==> src/rtl/csr_hpm_counters_pkg.sv <==
// Shared types, CSR addresses and small helpers for the counter CSR block.
package csr_hpm_counters_pkg;

  typedef enum logic [1:0] {
    CSR_OP_READ  = 2'd0,
    CSR_OP_WRITE = 2'd1,
    CSR_OP_SET   = 2'd2,
    CSR_OP_CLEAR = 2'd3
  } csr_op_e;

  typedef enum logic [1:0] {
    PRIV_U = 2'b00,
    PRIV_S = 2'b01,
    PRIV_M = 2'b11
  } privilege_e;

  localparam logic [11:0] MCOUNTEREN    = 12'h306;
  localparam logic [11:0] MCOUNTINHIBIT = 12'h320;
  localparam logic [11:0] MHPMEVENT3    = 12'h323;
  localparam logic [11:0] MCYCLE        = 12'hB00;
  localparam logic [11:0] MINSTRET      = 12'hB02;
  localparam logic [11:0] MHPMCOUNTER3  = 12'hB03;
  localparam logic [11:0] MCYCLEH       = 12'hB80;
  localparam logic [11:0] MINSTRETH     = 12'hB82;
  localparam logic [11:0] MHPMCOUNTER3H = 12'hB83;
  localparam logic [11:0] CYCLE         = 12'hC00;
  localparam logic [11:0] INSTRET       = 12'hC02;
  localparam logic [11:0] HPMCOUNTER3   = 12'hC03;
  localparam logic [11:0] CYCLEH        = 12'hC80;
  localparam logic [11:0] INSTRETH      = 12'hC82;
  localparam logic [11:0] HPMCOUNTER3H  = 12'hC83;

  // Counter slot 0 is mcycle, slot 1 minstret, slot k+2 is mhpmcounter(k+3).
  function automatic logic [4:0] cnt_csr_idx(input int slot);
    if (slot == 0) return 5'd0;
    if (slot == 1) return 5'd2;
    return 5'(slot + 1);
  endfunction

  function automatic logic [31:0] cnt_mask(input int num_hpm);
    return 32'h5 | (((32'h1 << num_hpm) - 32'h1) << 3);
  endfunction

endpackage

==> src/rtl/csr_hpm_counters_if.sv <==
// CSR access bus between the execute-stage CSR mux and the counter block.
interface csr_hpm_counters_if;
  import csr_hpm_counters_pkg::*;

  privilege_e  privilege_mode;
  logic        csr_en;
  csr_op_e     csr_op;
  logic [11:0] csr_addr;
  logic [31:0] csr_wdata;
  logic [31:0] csr_rdata;
  logic        csr_hit;
  logic        illegal_csr;

  modport master (
    output privilege_mode, csr_en, csr_op, csr_addr, csr_wdata,
    input  csr_rdata, csr_hit, illegal_csr
  );

  modport slave (
    input  privilege_mode, csr_en, csr_op, csr_addr, csr_wdata,
    output csr_rdata, csr_hit, illegal_csr
  );
endinterface

==> src/rtl/csr_hpm_counters_counter.sv <==
// One free-running counter with half-word write ports; a write beats the increment.
module csr_counter #(
  parameter int CNT_WIDTH = 64
) (
  input  logic                 clk,
  input  logic                 reset_n,
  input  logic                 inc,
  input  logic                 we_lo,
  input  logic                 we_hi,
  input  logic [31:0]          wdata,
  output logic [CNT_WIDTH-1:0] value
);

  always_ff @(posedge clk) begin
    if (!reset_n) begin
      value <= '0;
    end else if (we_lo) begin
      value <= {value[CNT_WIDTH-1:32], wdata};
    end else if (we_hi) begin
      // Bits of wdata beyond CNT_WIDTH fall off in the cast.
      value <= CNT_WIDTH'({wdata, value[31:0]});
    end else if (inc) begin
      value <= value + 1'b1;
    end
  end

endmodule

==> src/rtl/csr_hpm_counters.sv <==
// Machine counter CSRs: mcycle, minstret, mhpmcounters, their selectors and user shadows.
module csr_hpm_counters
  import csr_hpm_counters_pkg::*;
#(
  parameter int NUM_HPM    = 4,
  parameter int CNT_WIDTH  = 64,
  parameter int NUM_EVENTS = 8
) (
  input  logic                  clk,
  input  logic                  reset_n,
  csr_hpm_counters_if.slave     csr,
  input  logic                  instr_retire,
  input  logic [NUM_EVENTS-1:0] hpm_event
);

  localparam int          NE       = (NUM_HPM > 0) ? NUM_HPM : 1;
  localparam logic [31:0] CNT_MASK = cnt_mask(NUM_HPM);

  logic [11:0]          addr;
  logic [4:0]           idx;
  logic                 is_hi, is_inhibit, is_counteren, is_event, is_shadow, is_cnt;
  logic                 hit, legal, wr_en;
  logic [31:0]          rd_raw, new_val;
  logic [31:0]          mcountinhibit, mcounteren;
  logic [5:0]           mhpmevent [NE];
  logic [NE-1:0]        ev_fire;
  logic [CNT_WIDTH-1:0] cnt_value [NUM_HPM+2];

  assign addr         = csr.csr_addr;
  assign idx          = addr[4:0];
  assign is_hi        = addr[7];
  assign is_inhibit   = (addr == MCOUNTINHIBIT);
  assign is_counteren = (addr == MCOUNTEREN);
  assign is_event     = (addr >= MHPMEVENT3) && (addr <= MHPMEVENT3 + 12'd28);
  assign is_shadow    = (addr[11:8] == CYCLE[11:8]);
  // Index 1 (the time CSR) belongs to a different block.
  assign is_cnt       = ((addr[11:8] == MCYCLE[11:8]) || is_shadow) &&
                        (addr[6:5] == 2'b00) && (idx != 5'd1);

  assign hit   = csr.csr_en && (is_inhibit || is_counteren || is_event || is_cnt);
  assign legal = (csr.privilege_mode == PRIV_M) ?
                 !(is_shadow && csr.csr_op != CSR_OP_READ) :
                 (is_shadow && csr.csr_op == CSR_OP_READ && mcounteren[idx]);
  assign wr_en = hit && legal && (csr.csr_op != CSR_OP_READ);

  assign csr.csr_hit     = hit;
  assign csr.illegal_csr = hit && !legal;
  assign csr.csr_rdata   = (hit && legal) ? rd_raw : 32'h0;

  always_comb begin
    logic [63:0] val64;
    rd_raw = '0;
    val64  = '0;
    if (is_inhibit) begin
      rd_raw = mcountinhibit;
    end else if (is_counteren) begin
      rd_raw = mcounteren;
    end else if (is_event) begin
      for (int k = 0; k < NUM_HPM; k++)
        if (idx == 5'(k + 3)) rd_raw = {26'b0, mhpmevent[k]};
    end else if (is_cnt) begin
      for (int g = 0; g < NUM_HPM + 2; g++) begin
        if (idx == cnt_csr_idx(g)) begin
          val64  = 64'(cnt_value[g]);
          rd_raw = is_hi ? val64[63:32] : val64[31:0];
        end
      end
    end
  end

  always_comb begin
    case (csr.csr_op)
      CSR_OP_WRITE: new_val = csr.csr_wdata;
      CSR_OP_SET:   new_val = rd_raw | csr.csr_wdata;
      CSR_OP_CLEAR: new_val = rd_raw & ~csr.csr_wdata;
      default:      new_val = rd_raw;
    endcase
  end

  always_ff @(posedge clk) begin
    if (!reset_n) begin
      mcountinhibit <= '0;
      mcounteren    <= '0;
      for (int k = 0; k < NE; k++) mhpmevent[k] <= '0;
    end else if (wr_en) begin
      if (is_inhibit)   mcountinhibit <= new_val & CNT_MASK;
      if (is_counteren) mcounteren    <= new_val & CNT_MASK;
      for (int k = 0; k < NUM_HPM; k++)
        if (is_event && idx == 5'(k + 3)) mhpmevent[k] <= new_val[5:0];
    end
  end

  // Selector values outside 1..NUM_EVENTS match no event and never fire.
  always_comb begin
    ev_fire = '0;
    for (int k = 0; k < NUM_HPM; k++)
      for (int e = 0; e < NUM_EVENTS; e++)
        if (mhpmevent[k] == 6'(e + 1)) ev_fire[k] = hpm_event[e];
  end

  for (genvar g = 0; g < NUM_HPM + 2; g++) begin : g_cnt
    localparam logic [4:0] CIDX = cnt_csr_idx(g);
    logic inc;

    if (g == 0) begin : g_cycle
      assign inc = !mcountinhibit[0];
    end else if (g == 1) begin : g_instret
      assign inc = instr_retire && !mcountinhibit[2];
    end else begin : g_hpm
      assign inc = !mcountinhibit[CIDX] && ev_fire[g-2];
    end

    csr_counter #(.CNT_WIDTH(CNT_WIDTH)) u_counter (
      .clk     (clk),
      .reset_n (reset_n),
      .inc     (inc),
      .we_lo   (wr_en && is_cnt && !is_hi && idx == CIDX),
      .we_hi   (wr_en && is_cnt &&  is_hi && idx == CIDX),
      .wdata   (new_val),
      .value   (cnt_value[g])
    );
  end

endmodule

==> src/flat_wrapper.sv <==
// flat-port wrapper written by rule: the top's interface ports become plain ports
module csr_hpm_counters_flat import csr_hpm_counters_pkg::*;
#(
  parameter int NUM_HPM    = 4,
  parameter int CNT_WIDTH  = 64,
  parameter int NUM_EVENTS = 8
)
  (clk, reset_n, instr_retire, hpm_event, csr_privilege_mode, csr_csr_en, csr_csr_op, csr_csr_addr, csr_csr_wdata, csr_csr_rdata, csr_csr_hit, csr_illegal_csr);
  csr_hpm_counters_if csr_i ();
  input  logic clk;
  input  logic reset_n;
  input  logic instr_retire;
  input  logic [NUM_EVENTS-1:0] hpm_event;
  input wire logic [$bits(csr_i.privilege_mode)-1:0] csr_privilege_mode;
  input wire logic [$bits(csr_i.csr_en)-1:0] csr_csr_en;
  input wire logic [$bits(csr_i.csr_op)-1:0] csr_csr_op;
  input wire logic [$bits(csr_i.csr_addr)-1:0] csr_csr_addr;
  input wire logic [$bits(csr_i.csr_wdata)-1:0] csr_csr_wdata;
  output wire logic [$bits(csr_i.csr_rdata)-1:0] csr_csr_rdata;
  output wire logic [$bits(csr_i.csr_hit)-1:0] csr_csr_hit;
  output wire logic [$bits(csr_i.illegal_csr)-1:0] csr_illegal_csr;
  assign csr_i.privilege_mode = csr_privilege_mode;
  assign csr_i.csr_en = csr_csr_en;
  assign csr_i.csr_op = csr_csr_op;
  assign csr_i.csr_addr = csr_csr_addr;
  assign csr_i.csr_wdata = csr_csr_wdata;
  assign csr_csr_rdata = csr_i.csr_rdata;
  assign csr_csr_hit = csr_i.csr_hit;
  assign csr_illegal_csr = csr_i.illegal_csr;
  csr_hpm_counters #(.NUM_HPM(NUM_HPM), .CNT_WIDTH(CNT_WIDTH), .NUM_EVENTS(NUM_EVENTS)) u_core (.clk(clk), .reset_n(reset_n), .csr(csr_i), .instr_retire(instr_retire), .hpm_event(hpm_event));
endmodule
==> config.mk <==
export PLATFORM = sky130hd
export DESIGN_NAME = csr_hpm_counters_flat
export DESIGN_NICKNAME = d
export VERILOG_FILES = /design/src/rtl/csr_hpm_counters_pkg.sv /design/src/rtl/csr_hpm_counters_if.sv /design/src/rtl/csr_hpm_counters_counter.sv /design/src/rtl/csr_hpm_counters.sv /design/src/flat_wrapper.sv
export SDC_FILE = /design/constraint.sdc
export NUM_CORES = 2
export LEC_CHECK = 0
export CORE_ASPECT_RATIO = 1.5
export CORE_MARGIN = 4
export CORE_UTILIZATION = 50
export CTS_BUF_LIST = sky130_fd_sc_hd__clkbuf_4
export DETAILED_ROUTE_END_ITERATION = 8
export PLACE_DENSITY_LB_ADDON = 0.05
export SETUP_SLACK_MARGIN = 0.5
export SYNTH_ARGS = -nofsm -noshare
export SYNTH_HDL_FRONTEND = slang
export SYNTH_SLANG_ARGS = --single-unit
==> constraint.sdc <==
create_clock -name clk -period 7.2 [get_ports clk]
set_input_delay 1.08 -clock clk [delete_from_list [all_inputs] [get_ports clk]]
set_output_delay 1.08 -clock clk [all_outputs]
set_load 0.005 [all_outputs]
Word level (Yosys, flattened, before mapping)
Memories as Yosys holds them, arrays and structs flattened. Cells that the tools add are included.

Register bits after elaboration: 396. Latch bits: 0. RAM bits: 24. Bits in read-only memories: 0. Bits of input ports: 60. Memories: 1.

Memories: u_core.mhpmevent (depth 4, bits a word 6, read ports 4, clocked after memory_dff 0, write ports 4, line csr_hpm_counters.sv:25) `logic [5:0] mhpmevent [NE];`.

Add/subtract/negate cells: 6. Multipliers: 0. Divide/modulo/power cells: 0. Order comparisons: 3. Eq/ne operators: 56. Shift operators: 0. Multiplexer cells: 109. Bitwise gates (word level): 13. Reduce and logical (&&, ||, !) cells: 74.

Operator list (number): 2-to-1 mux 64 bit (12); 2-to-1 mux 32 bit (23); adder 64 x 1 -> 64 bit (second input constant) (6); equality test 6 x 3 -> 1 bit (second input constant) (16); case mux 32 bit (3 select lines) (1); 2-to-1 mux 1 bit (56); equality test 6 x 2 -> 1 bit (second input constant) (8); 2-to-1 mux 6 bit (8); 2-to-1 mux 5 bit (8); logical AND 1 bit (34); bitwise AND 32 bit (1); inverter 32 bit (1); OR 32 bit (1); AND reduction 2 bit (14); equality test 12 x 10 -> 1 bit (second input constant) (2); equality test 6 x 1 -> 1 bit (second input constant) (4); equality test 6 x 4 -> 1 bit (second input constant) (4); nonzero test 2 bit (11); inequality test 2 bit (second input constant) (8); equality test 5 x 3 -> 1 bit (second input constant) (3); >= comparator 12 x 10 -> 1 bit (second input constant) (1); less-or-equal comparator 12 x 10 -> 1 bit (second input constant) (1); equality test 5 x 2 -> 1 bit (second input constant) (2); equality test 5 bit (2); 12 further kinds (34).

Logic depth before layout (Yosys ltp)
Word-level depth: 28. Depth in mapped cells: 13. Mapped depth without buffers: 9.

Hierarchy
Synthesis repeated with hierarchy kept, for this count alone.

Cell total of the unflattened synthesis: 4232. Area total of the unflattened synthesis: 31461.4 um^2.

Modules (own cells, without submodules): csr_counter (instances 6, cells each 552, area an instance 4080.2 um^2, sequential area each 1281.2 um^2); csr_hpm_counters (instances 1, cells each 920, area an instance 6980.4 um^2, sequential area each 960.9 um^2).

Worst setup path after synthesis
No wires, ideal clock.

Path kind: input -> output. From: in csr_csr_addr[1]. To: out csr_csr_rdata[18]. Data arrival time: 3031 ps. Data required time: 6120 ps. Slack: 3089 ps. Cell stages on the path: 10. Buffers on the path: 6. Cells stage by stage: buf_4 nand2b_1 o221ai_1 and4_1 buf_2 buf_2 buf_2 clkbuf_1 clkbuf_1 and3_1.

Cells in the longest elaborated chain, start to end: 12. Elaborated cells on any way between the ends: 33. Classes of those cells: order compare (2); eq/ne (9); mux (14); reduce/logical (8).

RTL lines: start, declared (line flat_wrapper.sv:17) `input wire logic [$bits(csr_i.csr_addr)-1:0] csr_csr_addr;`; equality test 5 bit (line csr_hpm_counters.sv:63) `if (idx == cnt_csr_idx(g)) begin`; 2-to-1 mux 32 bit (6 in series) (line csr_hpm_counters.sv:63); 2-to-1 mux 32 bit (line csr_hpm_counters.sv:61) `end else if (is_cnt) begin`; 2-to-1 mux 32 bit (line csr_hpm_counters.sv:58) `end else if (is_event) begin`; 2-to-1 mux 32 bit (line csr_hpm_counters.sv:56) `end else if (is_counteren) begin`; 2-to-1 mux 32 bit (line csr_hpm_counters.sv:54) `if (is_inhibit) begin`; 2-to-1 mux 32 bit (*) (line csr_hpm_counters.sv:48) `assign csr.csr_rdata = (hit && legal) ? rd_raw : 32'h0;`; end, declared (line flat_wrapper.sv:19) `output wire logic [$bits(csr_i.csr_rdata)-1:0] csr_csr_rdata;`.

Mark *: on every way between the ends. The rest lies on a longest branch, timed or not. The select of a mux whose other input is x is not followed.

Final worst setup path
From: in csr_csr_addr[8]. To: out csr_csr_rdata[6].

Cells in the longest elaborated chain, start to end: 9. Elaborated cells on any way between the ends: 25. Classes of those cells: order compare (2); eq/ne (4); mux (6); reduce/logical (13).

RTL lines (line): branches (longest 8 deep; another with >= comparator 12 x 10 -> 1 bit); 2-to-1 mux 32 bit (*) (csr_hpm_counters.sv:48).

Every way passes the cells marked *.

==> run summary <==
post-synthesis instance total = 3743
cell with the most instances after synthesis = dfxtp_1
YS warnings = 0
initial drt markers = 4401
Post-CTS Setup Bufs = 0
Total Power = 5160 uW
CTS buffer count = 109
Synth cell types = 105
clock sink count = 420
gr usage total = 0.452
row count = 108
Antenna Nets Post-Route = 0
cell area after layout = 32400 um2
post-CTS sizing = 0
main combinational cell family by area after synthesis = simple AND/OR/NAND/NOR gates
first-pass GRT wire length = 212000 um
critical path required time = 6.12 ns
fin util = 0.557
clock latency on the worst-skew pair = 0.98 ns
die area = 62800 um2
Via Count = 33431
top post-synthesis cells by area = dfxtp_1 27%, mux2i_1 6.4%, nand2_1 4.5%
CTS root buf = clkbuf_4
Hold/Removal Path Class = reg2reg
Synth area leader = dfxtp_1
P per Cell Area = 159 nW/um2
P_leak = 0.0113 uW
core area = 58100 um2
crit path cell chain = clkdlybuf4s50_1 -> nor4b_1 -> and2_1 -> o21a_1 -> o31a_1 -> buf_4 -> nand2_2 -> a311oi_1 -> clkdlybuf4s50_1
clock-pin slew on the worst setup and hold paths = 0.06 ns
delay-heaviest family, CP = buffers and inverters
Fmax = 163 MHz
Compound-Gate Fraction of Synth Area = 0.250
Peak VDD IR = 0.106 mV
slowest stage cell, crit path = nor4b_1
Slew @ Worst Pin = 1.48 ns
final setup vio count = 0
Final Cycle Share = 0.853
max cap viols = 0
Synth Area in Adders = 0.00255
DR DRC count = 0
hpwl dp = 107000 um
mux cell area share after synthesis = 0.0950
vias per cell = 7.24
GRT overflow = 0
XOR/XNOR Fraction of Synth Area = 0.0319
CP Capture Type = output pin
Syn Area/Cell = 7.86 um2
pin count of the biggest net entering global routing = 136
final-report max-slew violation count = 0
most frequent cells after synthesis = 396 x dfxtp_1, 355 x nand2_1, 327 x nor2_1
post-route setup slack = 1.06 ns
Post-Syn Area = 29400 um2
initial antenna violation count = 11
Post-synth top flop = dfxtp_1
Hold Vio Cnt, Final = 0
hold buffers post-CTS = 0
Die Width = 206 um
syn nets = 3809
Register-to-Register Setup Slack = 3.19 ns
Max FO, Critical Path = 22
Max Buffers Root-to-Sink = 3
asr flop ratio synth = 0
Setup WS pre-CTS = 1.19 ns
Setup TNS = 0 ns
status = finished clean
gpl congestion = 1.09
Max-slew headroom = 0.0146
synthesis-to-layout area growth = 10.1%
Max Clock Skew = 0.0717 ns
CTS H-tree depth = 3
Post-DP Area = 31000 um2
share of layout cells above drive strength 1 = 0.123
WP buf/inv = 3
# port buffers = 93
Synth top area share = 0.270
Post-Synth Simple-Gate Area = 0.277
drt total wl = 148000 um
number of global-route vias before repair = 31407
Seq cells post-synth = 420
Worst EP arrival = 5.06 ns
io pins = 94
die height = 305 um
sequential share of the synthesized area = 0.294
Post-synth EDFFs = 24
Pre-antenna DRT Iters = 8
RSZ-0062 raised after global routing = false
Setup crit start kind = input port
type of the worst setup path = in2out
CP max stage delay = 0.71 ns
Initial Utilization = 0.506
DR WL/cell = 32.1 um
Nets = 3835
post-route minimum period = 6.14 ns
crit-path most repeated cell = clkdlybuf4s50_1
CTS tree = yes
## stage by stage
stage,instances,hold slack (ns)
2_1_floorplan,3743,0.445
3_3_place_gp,4428,0.472
3_5_place_dp,4428,0.487
4_1_cts,4614,0.495
5_1_grt,4616,0.524
6_report,4620,0.491
## cells in the final DEF (no fill, tap or decap), types with 27 or more instances in the layout
| master | n |
|---|---|
| o22ai_1 | 67 |
| a21oi_1 | 198 |
| nor3_1 | 180 |
| xnor2_1 | 54 |
| o21ai_0 | 132 |
| and2_1 | 41 |
| nand4_1 | 125 |
| dfxtp_1 | 396 |
| and4_1 | 38 |
| inv_1 | 45 |
| a31oi_1 | 41 |
| nand2_1 | 355 |
| o211ai_1 | 31 |
| mux2_2 | 69 |
| and3_1 | 143 |
| o21a_1 | 68 |
| nor4_1 | 39 |
| clkdlybuf4s50_1 | 90 |
| a211oi_1 | 141 |
| clkbuf_4 | 171 |
| xor2_1 | 53 |
| o211a_1 | 27 |
| nor2_1 | 325 |
| buf_4 | 100 |
| nand3_1 | 191 |
| mux2i_1 | 188 |
## sequential cells by signal, indices dropped and copies added, names as in the netlist
register,count
u_core.g_cnt.u_counter.value,384
u_core.mhpmevent,24
u_core.mcounteren,6
u_core.mcountinhibit,6
## worst reg2reg max path, cell delays in order (launching register included)
cell and delay [ns]:
dfxtp_1 0.46, mux2i_1 0.20, o221ai_1 0.24, nand4_1 0.61
buf_4 0.50, o31ai_2 0.81, or2_0 0.48, nor2_1 0.18
a211o_1 0.31, and4_1 0.16
## cell families after synthesis
kind of cell / count (synthesis)
simple gates: 1594
compound gates: 1019
mux: 264
xor+xnor: 107
fa+ha+maj: 6
flops: 420
buf+inv: 333
## final timing paths
path,from,end,cells past startpoint
worst max-delay path,csr_csr_addr[8],csr_csr_rdata[6],9
worst min-delay path,u_core.g_cnt[3].u_counter.value[52]$_SDFFE_PN0P_,u_core.g_cnt[3].u_counter.value[52]$_SDFFE_PN0P_,2
worst max register to register,u_core.mcounteren[6]$_SDFFE_PN0P_,u_core.g_cnt[0].u_counter.value[54]$_SDFFE_PN0P_,9
worst min register to register,u_core.g_cnt[3].u_counter.value[52]$_SDFFE_PN0P_,u_core.g_cnt[3].u_counter.value[52]$_SDFFE_PN0P_,2
## report_power, final
group	leakage, uW	total, uW	switching [uW]	internal [uW]
clock	0.000833	2200	1100	1100
combinational	0.00700	584	435	149
sequential	0.00345	2380	22.5	2360
total	0.0113	5160	1560	3600
## routing by layer
| layer | part of all wire | GRT usage | vias up |
|---|---|---|---|
| met4 | 0.12 | 0.403 | 2 |
| met1 | 0.34 | 0.515 | 15916 |
| met3 | 0.10 | 0.110 | 773 |
| met2 | 0.43 | 0.693 | 2392 |
| li1 | - | - | 14348 |
| met5 | 0.000047 | 0 | - |
## area by class of cell
class	count	area (um2)
tap	770	963
clock buffer	171	1280
multi-input combinational	2990	19400
sequential	420	8650
clock inverter	15	83.8
antenna	6	15.0
fill	5604	25700
inverter	49	189
timing repair buffer	199	1800
(Power assumes the default switching activity.)
